**config.mk**
```make
export PLATFORM = sky130hd
export DESIGN_NAME = alu_nbit_seq
export DESIGN_NICKNAME = d
export VERILOG_FILES = /design/src/rtl/alu_pkg.sv /design/src/rtl/alu_shift_add_mul.sv /design/src/rtl/alu_nbit_seq.sv
export SDC_FILE = /design/constraint.sdc
export NUM_CORES = 1
export LEC_CHECK = 0
export ABC_AREA = 0
export CORE_MARGIN = 3
export CORE_UTILIZATION = 65
export DETAILED_ROUTE_END_ITERATION = 8
export PLACE_DENSITY = 0.95
export SYNTH_ARGS = -nofsm -noshare
export SYNTH_HDL_FRONTEND = slang
export SYNTH_SLANG_ARGS = --single-unit
```
**constraint.sdc**
```tcl
create_clock -name clk_in -period 9.7 [get_ports clk_in]
set_input_delay 2.425 -clock clk_in [delete_from_list [all_inputs] [get_ports clk_in]]
set_output_delay 2.425 -clock clk_in [all_outputs]
set_load 0.1 [all_outputs]
```
**src/rtl/alu_pkg.sv**
```systemverilog
// Shared encodings for the sequential ALU: op codes and control states.
package alu_pkg;

    localparam int unsigned OP_W = 3;

    localparam logic [OP_W-1:0] OP_AND = 3'b000;
    localparam logic [OP_W-1:0] OP_OR  = 3'b001;
    localparam logic [OP_W-1:0] OP_ADD = 3'b010;
    localparam logic [OP_W-1:0] OP_SLT = 3'b011;
    localparam logic [OP_W-1:0] OP_MUL = 3'b100;

    typedef enum logic [1:0] {
        S_IDLE = 2'd0,
        S_MUL  = 2'd1,
        S_DONE = 2'd2
    } state_t;

    // True when the op code selects the iterative multiplier.
    function automatic logic is_mul(input logic [OP_W-1:0] op);
        return op == OP_MUL;
    endfunction

endpackage

```
**src/rtl/alu_shift_add_mul.sv**
```systemverilog
// Iterative unsigned shift-add multiplier: one multiplier bit per cycle, LSB first.
module alu_shift_add_mul #(
    parameter int unsigned WIDTH = 32
) (
    input  logic                 clk_in,
    input  logic                 rst_n_in,
    input  logic                 start,
    input  logic [WIDTH-1:0]     a,
    input  logic [WIDTH-1:0]     b,
    output logic                 busy,
    output logic                 done_c,
    output logic [2*WIDTH-1:0]   product_c
);

    localparam int unsigned PW    = 2 * WIDTH;
    localparam int unsigned CNT_W = $clog2(WIDTH + 1);

    logic [PW-1:0]    acc;
    logic [PW-1:0]    mcand;
    logic [WIDTH-1:0] mplier;
    logic [CNT_W-1:0] cnt;
    logic [PW-1:0]    addend;

    // Next accumulator value; on the last step this is the finished product.
    // done_c marks the last multiplier bit and must be qualified with busy.
    always_comb begin
        addend    = mplier[0] ? mcand : '0;
        product_c = acc + addend;
        done_c    = (cnt == CNT_W'(1));
    end

    // Operand capture on start, then one partial-product step per cycle.
    always_ff @(posedge clk_in) begin
        if (!rst_n_in) begin
            acc    <= '0;
            mcand  <= '0;
            mplier <= '0;
            cnt    <= '0;
            busy   <= 1'b0;
        end else if (start) begin
            acc    <= '0;
            mcand  <= {{WIDTH{1'b0}}, a};
            mplier <= b;
            cnt    <= CNT_W'(WIDTH);
            busy   <= 1'b1;
        end else if (busy) begin
            acc    <= product_c;
            mcand  <= mcand << 1;
            mplier <= mplier >> 1;
            cnt    <= cnt - CNT_W'(1);
            if (done_c) begin
                busy <= 1'b0;
            end
        end
    end

endmodule

```
**src/rtl/alu_nbit_seq.sv**
```systemverilog
// WIDTH-bit ALU stage with valid/ready on both sides and registered, held results.
module alu_nbit_seq
    import alu_pkg::*;
#(
    parameter int unsigned WIDTH = 32
) (
    input  logic             clk_in,
    input  logic             rst_n_in,
    input  logic             valid_in,
    output logic             ready_out,
    input  logic [WIDTH-1:0] a_in,
    input  logic [WIDTH-1:0] b_in,
    input  logic             ainvert_in,
    input  logic             binvert_in,
    input  logic [OP_W-1:0]  op_in,
    output logic             valid_out,
    input  logic             ready_in,
    output logic [WIDTH-1:0] result_out,
    output logic             carry_out,
    output logic             overflow_out,
    output logic             zero_out
);

    localparam int unsigned M = WIDTH - 1;

    state_t state;
    state_t state_nxt;

    logic             accept;
    logic             mul_start;
    logic             mul_busy;
    logic             mul_done_c;
    logic             mul_finish;
    logic [2*WIDTH-1:0] mul_product_c;

    logic [WIDTH-1:0] wa;
    logic [WIDTH-1:0] wb;
    logic [WIDTH:0]   sum;
    logic             add_ovf;
    logic [WIDTH-1:0] alu_res;
    logic             alu_carry;
    logic             alu_ovf;

    // Ready only in IDLE and never while reset is being applied.
    assign ready_out  = (state == S_IDLE) & rst_n_in;
    assign accept     = valid_in & ready_out;
    assign mul_start  = accept & is_mul(op_in);
    assign mul_finish = (state == S_MUL) & mul_busy & mul_done_c;

    alu_shift_add_mul #(
        .WIDTH (WIDTH)
    ) u_mul (
        .clk_in    (clk_in),
        .rst_n_in  (rst_n_in),
        .start     (mul_start),
        .a         (a_in),
        .b         (b_in),
        .busy      (mul_busy),
        .done_c    (mul_done_c),
        .product_c (mul_product_c)
    );

    // Single-cycle ALU on the live inputs; sampled only on the accept edge.
    always_comb begin
        wa        = ainvert_in ? ~a_in : a_in;
        wb        = binvert_in ? ~b_in : b_in;
        sum       = {1'b0, wa} + {1'b0, wb} + {{WIDTH{1'b0}}, binvert_in};
        add_ovf   = (wa[M] == wb[M]) & (sum[M] != wa[M]);
        alu_res   = '0;
        alu_carry = 1'b0;
        alu_ovf   = 1'b0;
        case (op_in)
            OP_AND: alu_res = wa & wb;
            OP_OR:  alu_res = wa | wb;
            OP_ADD: begin
                alu_res   = sum[M:0];
                alu_carry = sum[WIDTH];
                alu_ovf   = add_ovf;
            end
            OP_SLT: begin
                alu_res   = {{M{1'b0}}, sum[M] ^ add_ovf};
                alu_carry = sum[WIDTH];
                alu_ovf   = add_ovf;
            end
            default: ;
        endcase
    end

    // Control state register.
    always_ff @(posedge clk_in) begin
        if (!rst_n_in) begin
            state <= S_IDLE;
        end else begin
            state <= state_nxt;
        end
    end

    // Next-state logic: no drain and accept in the same cycle.
    always_comb begin
        state_nxt = state;
        case (state)
            S_IDLE: begin
                if (accept) begin
                    state_nxt = is_mul(op_in) ? S_MUL : S_DONE;
                end
            end
            S_MUL: begin
                if (mul_busy && mul_done_c) begin
                    state_nxt = S_DONE;
                end
            end
            S_DONE: begin
                if (ready_in) begin
                    state_nxt = S_IDLE;
                end
            end
            default: state_nxt = S_IDLE;
        endcase
    end

    // Result and flag registers; held until drained, kept (except valid) in IDLE.
    always_ff @(posedge clk_in) begin
        if (!rst_n_in) begin
            valid_out    <= 1'b0;
            result_out   <= '0;
            carry_out    <= 1'b0;
            overflow_out <= 1'b0;
            zero_out     <= 1'b0;
        end else begin
            if (accept && !is_mul(op_in)) begin
                valid_out    <= 1'b1;
                result_out   <= alu_res;
                carry_out    <= alu_carry;
                overflow_out <= alu_ovf;
                zero_out     <= (alu_res == '0);
            end else if (mul_finish) begin
                valid_out    <= 1'b1;
                result_out   <= mul_product_c[M:0];
                carry_out    <= 1'b0;
                overflow_out <= |mul_product_c[2*WIDTH-1:WIDTH];
                zero_out     <= (mul_product_c[M:0] == '0);
            end else if ((state == S_DONE) && ready_in) begin
                valid_out    <= 1'b0;
            end
        end
    end

endmodule

```
==> reports/metrics.yaml <==
detailed_routing:
  drc: 0
  drt-initial-drc-count: 1570
  avgRoutedWirePerCell_um: 20.8
  via_per_inst: 6.54
  routed_wl_mm: 48.9
  firstDrtPassIters: 9
  ant_nets: 0
  routed-via-count: 15406
sta:
  fmax_ghz: 0.134
  fin_worst_skew_ps: 10.5
  period_share_pct: 76.7
  period_minus_slack_ps: 7440
  relSlewSlack_pct: 22.9
  worst_slack_ps: 2260
  tightest_slew_ps: 1160
  finalHoldViolCount: 0
  grt_setup_unrepaired: "false"
  setup_viol: 0
  finalSetupTns_ps: 0
  drv_slew: 0
floorplanning:
  core_area_um2: 23700
  die_w_um: 162
  die_area_um2: 26300
  die_h_um: 162
  start_util_pct: 66.9
  ioPinCount: 110
  rows: 56
final_layout:
  drive_above_1_share_pct: 3.44
  nNetsFinal: 2222
  num_antenna_cells: 0
  layout.cells.most_common: "nor2_1"
  layout_common_cells: "nor2_1 (257), dfxtp_1 (204), mux2i_1 (157)"
  area_growth_pct: 12.0
  instances_no_fill: 2354
  multi_input_area_um2: 10900
  ff_latch_area_um2: 4110
  final_area_um2: 17700
  fillers: 1767
clock_network:
  h-tree-depth: 1
  clockBufferDepth: 3
  holdBufCountCts: 0
  cts_tree: "built"
  cts_root_buffer: "clkbuf_16"
  postCtsSetupBuffers: 0
  cts_sinks: 205
  clk_latency_ps: 530
  cts-buffers-inserted: 23
  clkSlewWorstSetupHoldPaths_ps: 60
  cts_repair_resize_count: 0
power_and_ir_drop:
  p_total_mw: 2.41
  irDropWorstVdd_mv: 0.141
  cellLeakagePower_nw: 7.25
  power_density_nw_per_um2: 136
synthesis:
  synth_area_leaders: "dfxtp_1 (26%), ha_1 (10%), mux2i_1 (9.9%)"
  async_flop_share_pct: 0
  synth_edf_count: 0
  ys_seq_elements: 205
  ys_seq_area_share_pct: 25.9
  ys.flop_type: "dfxtp_1"
  yosys_warnings: 0
  syn_area_per_cell_um2: 7.93
  synth_top_cell_area_share_pct: 25.9
  yosysTopAreaCell: "dfxtp_1"
  synth_cell_types: 77
  synth_nets: 2202
  syn_inst: 1998
  syn-cell-area_um2: 15800
global_route:
  grt_pass1_wl_mm: 76.5
  grt_usage_pct: 35.6
  grt_max_degree: 102
  antenna_found_initial: 0
  overflow: 0
  grt_pass1_vias: 14533
worst_setup_path:
  slowest_delay_ps: 1190
  cp.arrival_ps: 5010
  worst_setup_path_end_kind: "primary output"
  criticalPathCategory: "input pin to primary output"
  cp_slowest_cell: "clkdlybuf4s50_1"
  path_buf_inv: 2
  cpLargestDelayFamily: "buffers and inverters"
  cpMostUsedCell: "clkdlybuf4s50_1"
  critPathMaxFanout: 17
  cp.required_ps: 7280
  crit_chain: "clkdlybuf4s50_1, nand2b_1, nor2_2, clkdlybuf4s50_1"
  reg2regPathDepth: 15
  start_kind: "input pin"
  cp.depth: 4
run_status:
  outcome: "complete, no violations"
placed_design:
  numPortBuffers: 109
  gp_congestion: 0.998
  post-dp-hpwl_mm: 36.0
  placed_cells: 2312
  post_dp_cell_area_um2: 16900
  place_ws_ps: 2320
worst_hold_path:
  hold_class: "flip-flop to flip-flop"
  worstHoldPathCells: 2
flow_run:
  maxCapViolations: 0
==> power by group <==
| part | leakage (nW) | switching, mW | internal [mW] |
|---|---|---|---|
| sequential | 1.66 | 0.0171 | 0.860 |
| clock | 0.388 | 0.372 | 0.559 |
| combinational | 5.21 | 0.389 | 0.211 |
| total | 7.25 | 0.777 | 1.63 |
==> worst min-delay path, stage by stage, from the launching register on <==
cell	delay, ps
dfxtp_1	330
nand2_1	60
a21oi_1	50
==> path summary, 6_finish.rpt <==
check / from / to / slack, ps
min: valid_out / valid_out / 490
max reg2reg: u_mul.mplier[0] / overflow_out / 4390
min reg2reg: valid_out / valid_out / 490
max: rst_n_in / ready_out / 2260
==> layout make-up <==
| type | instances | share of cell area [%] |
|---|---|---|
| clock buffer | 29 | 3.48 |
| clock inverter | 13 | 1.00 |
| inverter | 94 | 1.99 |
| multi-input combinational | 1575 | 61.6 |
| sequential | 205 | 23.2 |
| tap | 319 | 2.25 |
| timing repair buffer | 119 | 6.49 |
==> metrics by stage <==
stage               utilization (%)  hold slack [ps]
finish                         74.9              495
global route                   74.9              515
CTS                            74.9              498
detailed placement             71.6              490
global placement               71.6              472
floorplan                         -              460
==> cells in the mapped netlist (18+ instances only) <==
cell / count
mux2i_1: 157
o21a_1: 18
o21ai_1: 19
clkbuf_1: 107
a21o_1: 43
nand4_1: 27
a21oi_1: 123
o21ai_0: 82
nand2_1: 109
and2_1: 73
a211oi_1: 80
xor2_1: 98
nor3_1: 37
inv_1: 93
nor2_1: 257
o22ai_1: 18
a221oi_1: 24
ha_1: 129
xnor2_1: 56
a31oi_1: 21
dfxtp_1: 205
==> cells by family after synthesis <==
group	share of synthesized area, %
and+or+nand+nor	18.5
AOI/OAI and AO/OA	21.4
buffers and inverters	5.19
DFF	25.9
muxes	9.99
xor gates and xnor gates	8.51
adders and majority gates	10.4
==> registers in the layout, summed over array words and instances, names as in the netlist <==
| signal | flops |
|---|---|
| u_mul.cnt | 6 |
| u_mul.mplier | 32 |
| u_mul.mcand | 64 |
| result_out | 32 |
| carry_out | 1 |
| overflow_out | 1 |
| state | 2 |
| zero_out | 1 |
| u_mul.acc | 64 |
| valid_out | 1 |
| u_mul.busy | 1 |
==> layer usage <==
metal  wire [µm]  up-vias  track usage [%]
met2       22100      852             58.8
met3        4690      175             5.76
li1            -     7160                -
met5           0        -                0
met4        2020        0             12.2
met1       20100     7219             47.3
No activity file was read; power rests on OpenSTA's default activity.
